===== src/rtl/fill_readout_sequencer_pkg.sv =====
// rtl/fill_readout_sequencer_pkg.sv - shared types and header layout for the fill readout sequencer
//
// Purpose: FSM state enumeration, field widths and the bit positions of the
// fill header fields, shared by the sequencer top and its header decoder.
// Ports: none (package).

package fill_readout_sequencer_pkg;

    localparam int ADDR_W       = 23;
    localparam int CNT_W        = 24;
    localparam int FILL_W       = 24;

    localparam int HDR_ADDR_LSB = 0;
    localparam int HDR_CNT_LSB  = 23;
    localparam int HDR_FILL_LSB = 47;
    // First header bit above the fields we decode; everything from here up is ignored.
    localparam int HDR_USED_W   = HDR_FILL_LSB + FILL_W;

    typedef enum logic [2:0] {
        ST_IDLE  = 3'd0,
        ST_POP   = 3'd1,
        ST_CHECK = 3'd2,
        ST_ARM   = 3'd3,
        ST_READ  = 3'd4,
        ST_DRAIN = 3'd5
    } seq_state_t;

endpackage


===== src/rtl/fill_readout_sequencer_decode.sv =====
// rtl/fill_readout_sequencer_decode.sv - registered fill header field extractor
//
// Purpose: captures start address, burst count and fill number from the header
// at the FIFO head when load is high; holds them until the next load.
// Ports:
//   clk, rst_n      clock and asynchronous active-low reset
//   load            capture strobe (one cycle, aligned with the FIFO pop)
//   hdr[HDR_W]      header word at the FIFO head
//   addr[ADDR_W]    latched first burst address
//   cnt[CNT_W]      latched burst count
//   fill_num[FILL_W] latched fill number

module fill_header_decode
    import fill_readout_sequencer_pkg::*;
#(
    parameter int HDR_W = 152
) (
    input  logic              clk,
    input  logic              rst_n,
    input  logic              load,
    input  logic [HDR_W-1:0]  hdr,
    output logic [ADDR_W-1:0] addr,
    output logic [CNT_W-1:0]  cnt,
    output logic [FILL_W-1:0] fill_num
);

    // Upper header bits carry nothing this block needs.
    logic hdr_unused;
    assign hdr_unused = ^hdr[HDR_W-1:HDR_USED_W];

    always_ff @(posedge clk or negedge rst_n) begin
        if (!rst_n) begin
            addr     <= '0;
            cnt      <= '0;
            fill_num <= '0;
        end else if (load) begin
            addr     <= hdr[HDR_ADDR_LSB +: ADDR_W];
            cnt      <= hdr[HDR_CNT_LSB +: CNT_W];
            fill_num <= hdr[HDR_FILL_LSB +: FILL_W];
        end
    end

endmodule


===== src/rtl/fill_readout_sequencer.sv =====
// rtl/fill_readout_sequencer.sv - pops fill headers and sequences one DDR3 read per fill
//
// Purpose: one fill at a time, pop a header, program the read engine, hold
// enable_reading until reading_done, then report the fill complete.
// Optional feature macro: FILL_READ_WATCHDOG_EN (bounded READ with timeout error).
// Ports:
//   clk125, reset_clk125_n                clock, asynchronous active-low reset
//   fill_header_fifo_empty/_rd_en/_out    fill-header FIFO (first-word-fall-through)
//   readout_grant                         consumer permits the next fill (sampled in IDLE)
//   ddr3_rd_fifo_almost_full              read FIFO backpressure, holds the launch
//   ddr3_rd_start_addr, ddr3_rd_burst_cnt read engine programming
//   enable_reading, reading_done          read engine handshake
//   fill_start, fill_done                 one-cycle launch / completion pulses
//   cur_fill_num, fills_read              fill number of active/last fill, completed count
//   zero_len_err                          sticky: a header had burst count 0
//   seq_busy                              high outside IDLE
//   wdog_limit, rd_timeout_err            (FILL_READ_WATCHDOG_EN only) READ cycle limit, sticky timeout

module fill_readout_sequencer
    import fill_readout_sequencer_pkg::*;
#(
    parameter int HDR_W = 152
`ifdef FILL_READ_WATCHDOG_EN
    ,
    parameter int WDOG_W = 24
`endif
) (
    input  logic              clk125,
    input  logic              reset_clk125_n,
    input  logic              fill_header_fifo_empty,
    output logic              fill_header_fifo_rd_en,
    input  logic [HDR_W-1:0]  fill_header_fifo_out,
    input  logic              readout_grant,
    input  logic              ddr3_rd_fifo_almost_full,
    output logic [ADDR_W-1:0] ddr3_rd_start_addr,
    output logic [CNT_W-1:0]  ddr3_rd_burst_cnt,
    output logic              enable_reading,
    input  logic              reading_done,
    output logic              fill_start,
    output logic              fill_done,
    output logic [FILL_W-1:0] cur_fill_num,
    output logic [31:0]       fills_read,
    output logic              zero_len_err,
    output logic              seq_busy
`ifdef FILL_READ_WATCHDOG_EN
    ,
    input  logic [WDOG_W-1:0] wdog_limit,
    output logic              rd_timeout_err
`endif
);

    seq_state_t state, state_next;
    logic       zero_hit;
    logic       count_fill;
    logic       read_abort;

    // Decoded fields double as the read engine programming: they change only
    // at the end of POP, so they are stable for the whole ARM/READ/DRAIN span.
    fill_header_decode #(
        .HDR_W (HDR_W)
    ) u_decode (
        .clk      (clk125),
        .rst_n    (reset_clk125_n),
        .load     (fill_header_fifo_rd_en),
        .hdr      (fill_header_fifo_out),
        .addr     (ddr3_rd_start_addr),
        .cnt      (ddr3_rd_burst_cnt),
        .fill_num (cur_fill_num)
    );

`ifdef FILL_READ_WATCHDOG_EN
    logic [WDOG_W-1:0] wdog_cnt;
    logic              wdog_hit;

    // wdog_cnt holds (READ cycle index - 1), so the hit lands on READ cycle wdog_limit.
    assign wdog_hit   = (state == ST_READ) && (wdog_limit != '0) &&
                        ((wdog_cnt + 1'b1) == wdog_limit);
    assign read_abort = wdog_hit;

    always_ff @(posedge clk125 or negedge reset_clk125_n) begin
        if (!reset_clk125_n) begin
            wdog_cnt       <= '0;
            rd_timeout_err <= 1'b0;
        end else begin
            if (fill_start) begin
                wdog_cnt <= '0;
            end else if (state == ST_READ) begin
                wdog_cnt <= wdog_cnt + 1'b1;
            end
            // A done arriving on the limit cycle wins; the fill completes normally.
            if (wdog_hit && !reading_done) begin
                rd_timeout_err <= 1'b1;
            end
        end
    end
`else
    assign read_abort = 1'b0;
`endif

    always_ff @(posedge clk125 or negedge reset_clk125_n) begin
        if (!reset_clk125_n) begin
            state <= ST_IDLE;
        end else begin
            state <= state_next;
        end
    end

    // enable_reading and fill_start depend combinationally on almost_full in
    // ARM so the read engine starts two cycles after the pop when unblocked.
    always_comb begin
        state_next             = state;
        fill_header_fifo_rd_en = 1'b0;
        enable_reading         = 1'b0;
        fill_start             = 1'b0;
        fill_done              = 1'b0;
        zero_hit               = 1'b0;
        count_fill             = 1'b0;
        unique case (state)
            ST_IDLE: begin
                if (!fill_header_fifo_empty && readout_grant) begin
                    state_next = ST_POP;
                end
            end
            ST_POP: begin
                fill_header_fifo_rd_en = 1'b1;
                state_next             = ST_CHECK;
            end
            ST_CHECK: begin
                if (ddr3_rd_burst_cnt == '0) begin
                    zero_hit   = 1'b1;
                    fill_done  = 1'b1;
                    count_fill = 1'b1;
                    state_next = ST_IDLE;
                end else begin
                    state_next = ST_ARM;
                end
            end
            ST_ARM: begin
                if (!ddr3_rd_fifo_almost_full) begin
                    enable_reading = 1'b1;
                    fill_start     = 1'b1;
                    state_next     = ST_READ;
                end
            end
            ST_READ: begin
                enable_reading = 1'b1;
                if (reading_done) begin
                    state_next = ST_DRAIN;
                end else if (read_abort) begin
                    enable_reading = 1'b0;
                    fill_done      = 1'b1;
                    state_next     = ST_IDLE;
                end
            end
            ST_DRAIN: begin
                // Wait for done to fall so the next fill cannot see a stale done.
                if (!reading_done) begin
                    fill_done  = 1'b1;
                    count_fill = 1'b1;
                    state_next = ST_IDLE;
                end
            end
            default: begin
                state_next = ST_IDLE;
            end
        endcase
    end

    assign seq_busy = (state != ST_IDLE);

    always_ff @(posedge clk125 or negedge reset_clk125_n) begin
        if (!reset_clk125_n) begin
            fills_read   <= '0;
            zero_len_err <= 1'b0;
        end else begin
            if (count_fill) begin
                fills_read <= fills_read + 32'd1;
            end
            if (zero_hit) begin
                zero_len_err <= 1'b1;
            end
        end
    end

endmodule


===== config.mk =====
export PLATFORM = sky130hd
export DESIGN_NAME = fill_readout_sequencer
export DESIGN_NICKNAME = d
export VERILOG_FILES = /design/src/rtl/fill_readout_sequencer_pkg.sv /design/src/rtl/fill_readout_sequencer_decode.sv /design/src/rtl/fill_readout_sequencer.sv
export SDC_FILE = /design/constraint.sdc
export NUM_CORES = 1
export LEC_CHECK = 0
export ABC_AREA = 1
export CORE_ASPECT_RATIO = 1.75
export CORE_MARGIN = 2
export CORE_UTILIZATION = 25
export DETAILED_ROUTE_END_ITERATION = 12
export PLACE_DENSITY = 0.52
export SYNTH_ARGS = -nofsm -noshare
export SYNTH_HDL_FRONTEND = slang
export SYNTH_HIERARCHICAL = 1
export SYNTH_SLANG_ARGS = --single-unit

===== constraint.sdc =====
create_clock -name clk125 -period 4.08 [get_ports clk125]
set_input_delay 1.02 -clock clk125 [delete_from_list [all_inputs] [get_ports clk125]]
set_output_delay 1.02 -clock clk125 [all_outputs]
set_load 0.02 [all_outputs]

# Yosys cells after proc, flatten, opt, wreduce, memory -nomap -nowiden
# Cells that the tools add are included.
# classes
reduce_logical	6
n_eq_ne	9
n_addsub	1
n_mux	14
# op_table
operator	count
$add 32x1->32 const B	1
$logic_not 24->1	1
$pmux 3 s6	1
$mux 3	4
$ne 2x2->1 const B	4
$eq 3x2->1 const B	2
$eq 3x3->1 const B	2
$mux 1	6
$pmux 1 s2	2
$reduce_and 4->1	1
$eq 3x1->1 const B	1
$logic_not 3->1	1
$reduce_bool 3->1	1
$mux 2	1
$logic_and 1x1->1	1
$logic_not 1->1	1
# word_totals
in_bits	158
reg_bits	107
elab_cells	36

# Logic depth before layout (Yosys ltp)
# Gate-level depths: netlist of the first run.
# logic_depth
depth_word	4
ltp_mapped	10
depth_no_buf	10

# Modules after synthesis
# Netlist of the first run, hierarchy kept.
# by_module_without_submodules
mod	area_per_inst_um2	n_inst	cells_per_inst
fill_header_decode	2708.8	1	300
fill_readout_sequencer	2481.1	1	390

# Worst setup path after synthesis of the first run
# Ideal clock, no wire load.
# synth_path
kind	input to output
start	input reading_done
end	output fill_done
stages	4
required_ns	3.060
path_buffers	1
setup_slack_ns	1.459
arrival_ns	1.601
path_cell_list	inv_1 > nand4_1 > nand2_2 > buf_6
# synth_between
elab_chain_len	2
# synth_lines
element	line	source
start: declaration	fill_readout_sequencer.sv:38	input logic reading_done,
$mux 1	fill_readout_sequencer.sv:157	if (!reading_done) begin
$pmux 1 s2	n/a	
end: declaration	fill_readout_sequencer.sv:40	output logic fill_done,
# Every way passes these cells.

# Final worst setup path of the first run
# Same ends and word-level chain as after synthesis.

==> results of run 1 <==
[synthesized netlist by cell type]
cell	instances	area share (%)
ha_1	1	0.24
xor2_1	9	1.5
a21oi_1	1	0.096
nand2_1	389	28
inv_6	1	0.17
nand3_1	36	3.5
buf_4	2	0.29
buf_2	6	0.58
nand3b_1	16	2.3
o21ai_0	5	0.48
inv_1	15	1.1
nor3_2	1	0.19
nor2_1	69	5.0
inv_2	1	0.072
clkbuf_1	6	0.43
nor2_2	3	0.36
nand2_2	2	0.24
nor3_1	2	0.19
buf_6	10	2.2
dfrtp_1	107	52
nand4_2	1	0.24
xnor2_1	6	1.0
nand4_1	1	0.12
[path summary, 6_finish.rpt]
| path | end | slack [ns] | cells past startpoint | from |
|---|---|---|---|---|
| worst max-delay path | fill_done | 0.53 | 5 | reading_done |
| worst min-delay path | zero_len_err$_DFFE_PN0P_ | 0.46 | 2 | zero_len_err$_DFFE_PN0P_ |
| worst max register to register | u_decode/fill_num[5]$_DFFE_PN0P_ | 1.94 | 5 | state[2]$_DFFE_PN0P_ |
| worst min register to register | zero_len_err$_DFFE_PN0P_ | 0.46 | 2 | zero_len_err$_DFFE_PN0P_ |
| max in group asynchronous | u_decode/cnt[6]$_DFFE_PN0P_ | 2.57 | 2 | reset_clk125_n |
| min in group asynchronous | fills_read[22]$_DFFE_PN0P_ | 0.74 | 1 | reset_clk125_n |
[metrics by stage]
step | setup slack, ns | instances | utilization [%] | hold WS, ns | power, µW
global route | 0.471 | 1119 | 37.0 | 0.490 | 5210
floorplan | 1.46 | 690 | - | 0.575 | 2910
finish | 0.534 | 1119 | 37.0 | 0.461 | 4840
global placement | 0.536 | 1104 | 35.5 | 0.450 | 3940
CTS | 0.528 | 1119 | 37.0 | 0.468 | 4950
detailed placement | 0.530 | 1104 | 35.5 | 0.450 | 3950
[layout make-up]
class                           count  area share [%]
Timing Repair Buffer              190            25.2
Multi-Input combinational cell    542            30.1
Clock inverter                      5            1.13
Inverter                           17           0.913
Sequential cell                   107            35.5
Clock buffer                       10            3.04
Tap cell                          248            4.12
[worst max-delay path, delay by kind of cell]
| family | cells | cell delay, ns |
|---|---|---|
| and+or+nand+nor | 2 | 0.37 |
| buffers and inverters | 3 | 1.13 |
[cell families (layout without fill, tap and decap cells)]
kind of cell	after synthesis	after routing	share of synthesized area (%)
adder cells (fa/ha/maj)	1	1	0.241
AND/OR/NAND/NOR	520	520	40.3
buffers and inverters	41	222	4.80
flip-flops	107	107	51.6
XOR/XNOR	15	15	2.53
AO/OA/AOI/OAI	6	6	0.578
[layer usage]
metal	GRT usage [%]	wire length (µm)	up-vias
li1	-	-	2468
met1	16.2	6270	2238
met2	28.4	8860	160
met3	4.83	1090	29
met4	8.04	700	0
met5	0	0	-
[power by group through the flow]
stage / Combinational, µW / Clock (µW) / Sequential [µW]
after detailed placement: 2240 / 0 / 1710
after global placement: 2240 / 0 / 1700
after CTS: 2240 / 1010 / 1700
final: 2190 / 958 / 1690
after global routing: 2420 / 1040 / 1750
after floorplan: 795 / 0 / 2110
[flip-flops by register name, summed over array words and instances, names as in the netlist]
name / cells
fills_read: 32
state: 3
u_decode/addr: 23
u_decode/cnt: 24
u_decode/fill_num: 24
zero_len_err: 1
==> results.yml, run 1 <==
cts:
  clkTransAtPathRegs_ns: 0.07
  htreeDepth: 3
  cts_resized: 0
  cts_max_path_buffers: 2
  cts_tree: "yes"
  cts_root_buffer: "clkbuf_16"
  worstSkewPairLatency_ns: 0.35
  cts_setup_buffers: 0
  numClockSinks: 107
  cts_buffers: 9
  holdBufCountCts: 0
sta:
  rsz0062_at_grt: "false"
  min_period_over_period_pct: 86.9
  slew_headroom_pct: 47.2
  tightestPinTransition_ns: 0.792
  fin_skew_ns: 0.00932
  timing.final.hold_violations: 0
  period_minus_slack_ns: 3.55
  setup_viol: 0
  fmax_mhz: 282
  drv_slew: 0
  tns_ns: 0
detailed_routing:
  final_antenna_net_count: 0
  drc: 6
  viasPerCell: 4.37
  vias: 4895
  wl_um: 16900
  drt_first_pass_iters: 8
  drtIter0Drc: 207
  routedWlPerCell_um: 15.1
critical_path:
  crit_chain: "clkdlybuf4s50_1 > inv_1 > nand4_1 > nand2_2 > clkdlybuf4s50_1"
  cp_max_fo: 2
  required_ns: 3.06
  cp-end-kind: "primary output"
  cp_slowest_cell: "clkdlybuf4s50_1"
  arrival_ns: 2.53
  max_stage_delay_ns: 0.63
  crit_path_frequent_cell: "clkdlybuf4s50_1"
  crit_type: "input pin to primary output"
  start_kind: "input pin"
final_layout:
  drive_gt1_share_pct: 3.44
  fillers: 2134
  fin_area_um2: 7540
  layout_common_cells: "nand2_1, clkdlybuf4s50_1, dfrtp_1"
  seqCellArea_um2: 2680
  nets: 1026
  multiInputGateArea_um2: 2270
  layout_commonest_cell: "nand2_1"
  diodes: 0
  area_delta_synth_final_pct: 45.3
grt:
  grt_max_degree: 74
  overflow: 0
  antenna_found_initial: 0
  grt_util_all_layers_pct: 15.8
  grt_pass1_wl_um: 26700
  grt_pass1_vias: 4935
placed_design:
  io_buffers: 185
  gp_congestion: 0.935
  placed_area_um2: 7220
  hpwl_um: 12200
power_and_ir_drop:
  pwr_density_cell_nw_per_um2: 642
  p_int_uw: 2920
  cellLeakagePower_uw: 0.00357
  pwr-share-comb_pct: 45.2
  sw_frac_of_total_pct: 39.7
  power.share.clock_pct: 19.8
  p_seq_share_pct: 35.0
  p_sw_uw: 1920
  irDropWorstVdd_uv: 457
synth:
  synth_area_um2: 5190
  netlist-cell-type-count: 23
  synth_seq_cells: 107
  seq_area_frac_synth_pct: 51.6
  syn_area_per_cell_um2: 7.52
  syn_inst: 690
  syn_nets: 849
  yosysWarnings: 6
floorplanning:
  die_area_um2: 22000
  fp.coreArea_um2: 20400
  initial_core_util_pct: 25.5
  die_y_um: 195
  num_rows: 69
  die_x_um: 113
  ios: 267
flow_run:
  max_cap_viol_count: 0
worst_hold_path:
  min_path_type: "flip-flop to flip-flop"
run_status:
  outcome: "finished, violations left"
  violations: "DRC"
Note: power is estimated with default switching activity, not from simulation.
==> run 2, diff against run 1 <==
--- a/config.mk
+++ b/config.mk
@@ -11,6 +11,7 @@
 export CORE_UTILIZATION = 25
 export DETAILED_ROUTE_END_ITERATION = 12
 export PLACE_DENSITY = 0.52
+export SKIP_CTS_REPAIR_TIMING = 1
 export SYNTH_ARGS = -nofsm -noshare
 export SYNTH_HDL_FRONTEND = slang
 export SYNTH_HIERARCHICAL = 1
==> results of run 2 <==
Final layout, timing and power as in run 1 (identical DEF).
==> run 3, diff against run 2 <==
--- a/config.mk
+++ b/config.mk
@@ -11,6 +11,7 @@
 export CORE_UTILIZATION = 25
 export DETAILED_ROUTE_END_ITERATION = 12
 export PLACE_DENSITY = 0.52
+export RECOVER_POWER = 25
 export SKIP_CTS_REPAIR_TIMING = 1
 export SYNTH_ARGS = -nofsm -noshare
 export SYNTH_HDL_FRONTEND = slang
==> run 3 against run 2 <==
Compared with the run above:
- the run ends with DRC, capacitance limit left
- sequential share of layout area up 0.083 points
- via count about the same
- first-iteration DRC count is 0.48% higher
- final cell count is the same
- worst setup slack about the same
- die area unchanged
- sequential power barely moved
- largest cell class unchanged
- non-clock buffer count unchanged
- clock skew is essentially flat
- combinational power about the same
- wire length barely moved
- global-route usage did not move
==> results.yml, run 3 (synthesized netlist as in run 1, its figures left out) <==
run_status:
  outcome: "finished, violations left"
  violations: "DRC, capacitance limit"
cts:
  htreeDepth: 3
  cts_max_path_buffers: 2
  cts_tree: "yes"
  clkTransAtPathRegs_ns: 0.07
  numClockSinks: 107
  cts_buffers: 9
  cts_root_buffer: "clkbuf_16"
  worstSkewPairLatency_ns: 0.35
final_layout:
  nets: 1026
  fin_area_um2: 7520
  layout_common_cells: "nand2_1, clkdlybuf4s50_1, dfrtp_1"
  largest_reg_flops: 32
  multiInputGateArea_um2: 2270
  fillers: 2136
  diodes: 0
  drive_gt1_share_pct: 3.44
  seqCellArea_um2: 2680
  layout_commonest_cell: "nand2_1"
  area_delta_synth_final_pct: 44.9
  top_register: "fills_read"
  fin_cells: 1119
  largest_registers: "fills_read: 32 flops, u_decode/cnt: 24 flops, u_decode/fill_num: 24 flops"
grt:
  grt_util_all_layers_pct: 15.8
  grt_pass1_vias: 4935
  overflow: 0
  grt_pass1_wl_um: 26700
  grt_max_degree: 74
  antenna_found_initial: 0
sta:
  slew_headroom_pct: 0.412
  period_minus_slack_ns: 3.55
  tightestPinTransition_ns: 1.49
  rsz0062_at_grt: "false"
  setup_viol: 0
  min_period_over_period_pct: 86.9
  drv_slew: 0
  fmax_mhz: 282
  timing.final.hold_violations: 0
  tns_ns: 0
  fin_skew_ns: 0.00931
  fin_ws_ns: 0.534
floorplanning:
  die_x_um: 113
  fp.coreArea_um2: 20400
  num_rows: 69
  initial_core_util_pct: 25.5
  ios: 267
  die_area_um2: 22000
  die_y_um: 195
power_and_ir_drop:
  p_sw_uw: 1920
  p_seq_share_pct: 35.0
  p_int_uw: 2910
  pwr_density_cell_nw_per_um2: 643
  power.share.clock_pct: 19.8
  irDropWorstVdd_uv: 457
  cellLeakagePower_uw: 0.00356
  pwr-share-comb_pct: 45.2
  sw_frac_of_total_pct: 39.8
critical_path:
  cp-end-kind: "primary output"
  crit_chain: "clkdlybuf4s50_1 > inv_1 > nand4_1 > nand2_2 > clkdlybuf4s50_1"
  start_kind: "input pin"
  max_stage_delay_ns: 0.63
  crit_type: "input pin to primary output"
  required_ns: 3.06
  arrival_ns: 2.53
  cp_max_fo: 2
  crit_path_frequent_cell: "clkdlybuf4s50_1"
  critPathBufInv: 3
  cp_slowest_cell: "clkdlybuf4s50_1"
  cpLargestDelayFamily: "buffers and inverters"
placed_design:
  gp_congestion: 0.935
  dp_cells: 1104
  io_buffers: 185
  placed_area_um2: 7220
  hpwl_um: 12200
  pre_cts_slack_ns: 0.530
detailed_routing:
  wl_um: 16900
  drc: 6
  viasPerCell: 4.37
  drtIter0Drc: 208
  vias: 4894
  final_antenna_net_count: 0
  drt_first_pass_iters: 8
  routedWlPerCell_um: 15.1
worst_hold_path:
  min_path_type: "flip-flop to flip-flop"
flow_run:
  max_cap_viol_count: 1
[run 3: tightest hold or removal path, stage by stage, from the launching register on]
cell and delay, ns:
dfrtp_1 0.34, inv_1 0.04, nand2_1 0.05
[run 3: per-layer routing]
metal | up-vias | track usage, % | routed length, µm
met1 | 2235 | 16.2 | 6260
met2 | 161 | 28.4 | 8850
met5 | - | 0 | 0
li1 | 2469 | - | -
met4 | 0 | 8.04 | 700
met3 | 29 | 4.83 | 1100
[run 3: power groups by stage]
stage	Sequential, µW	Clock, µW	Combinational, µW
after detailed placement	1710	0	2240
after global placement	1700	0	2240
final	1690	959	2180
after floorplan	2110	0	795
after global routing	1750	1040	2420
after CTS	1700	1010	2240
[run 3: through the flow]
step / hold slack [ns] / utilization, % / total power [µW]
global placement: 0.450 / 35.5 / 3940
detailed placement: 0.450 / 35.5 / 3950
floorplan: 0.575 / - / 2910
CTS: 0.468 / 37.0 / 4950
global route: 0.490 / 36.9 / 5210
finish: 0.461 / 36.9 / 4840
[run 3: final cells by class]
| cell class | count | share of cell area (%) |
|---|---|---|
| inverter | 17 | 0.915 |
| clock inverter | 5 | 1.13 |
| tap | 248 | 4.13 |
| timing repair buffer | 190 | 25.0 |
| sequential | 107 | 35.6 |
| multi-input combinational | 542 | 30.2 |
| clock buffer | 10 | 3.04 |
[run 3: path summary, 6_finish.rpt]
| kind | start | endpoint | slack, ns | depth (start not counted) |
|---|---|---|---|---|
| max | reading_done | fill_done | 0.53 | 5 |
| min | zero_len_err$_DFFE_PN0P_ | zero_len_err$_DFFE_PN0P_ | 0.46 | 2 |
| max reg2reg | state[2]$_DFFE_PN0P_ | u_decode/fill_num[5]$_DFFE_PN0P_ | 1.94 | 5 |
| min reg2reg | zero_len_err$_DFFE_PN0P_ | zero_len_err$_DFFE_PN0P_ | 0.46 | 2 |
| max in group asynchronous | reset_clk125_n | u_decode/cnt[6]$_DFFE_PN0P_ | 1.01 | 2 |
| min in group asynchronous | reset_clk125_n | fills_read[22]$_DFFE_PN0P_ | 1.02 | 1 |
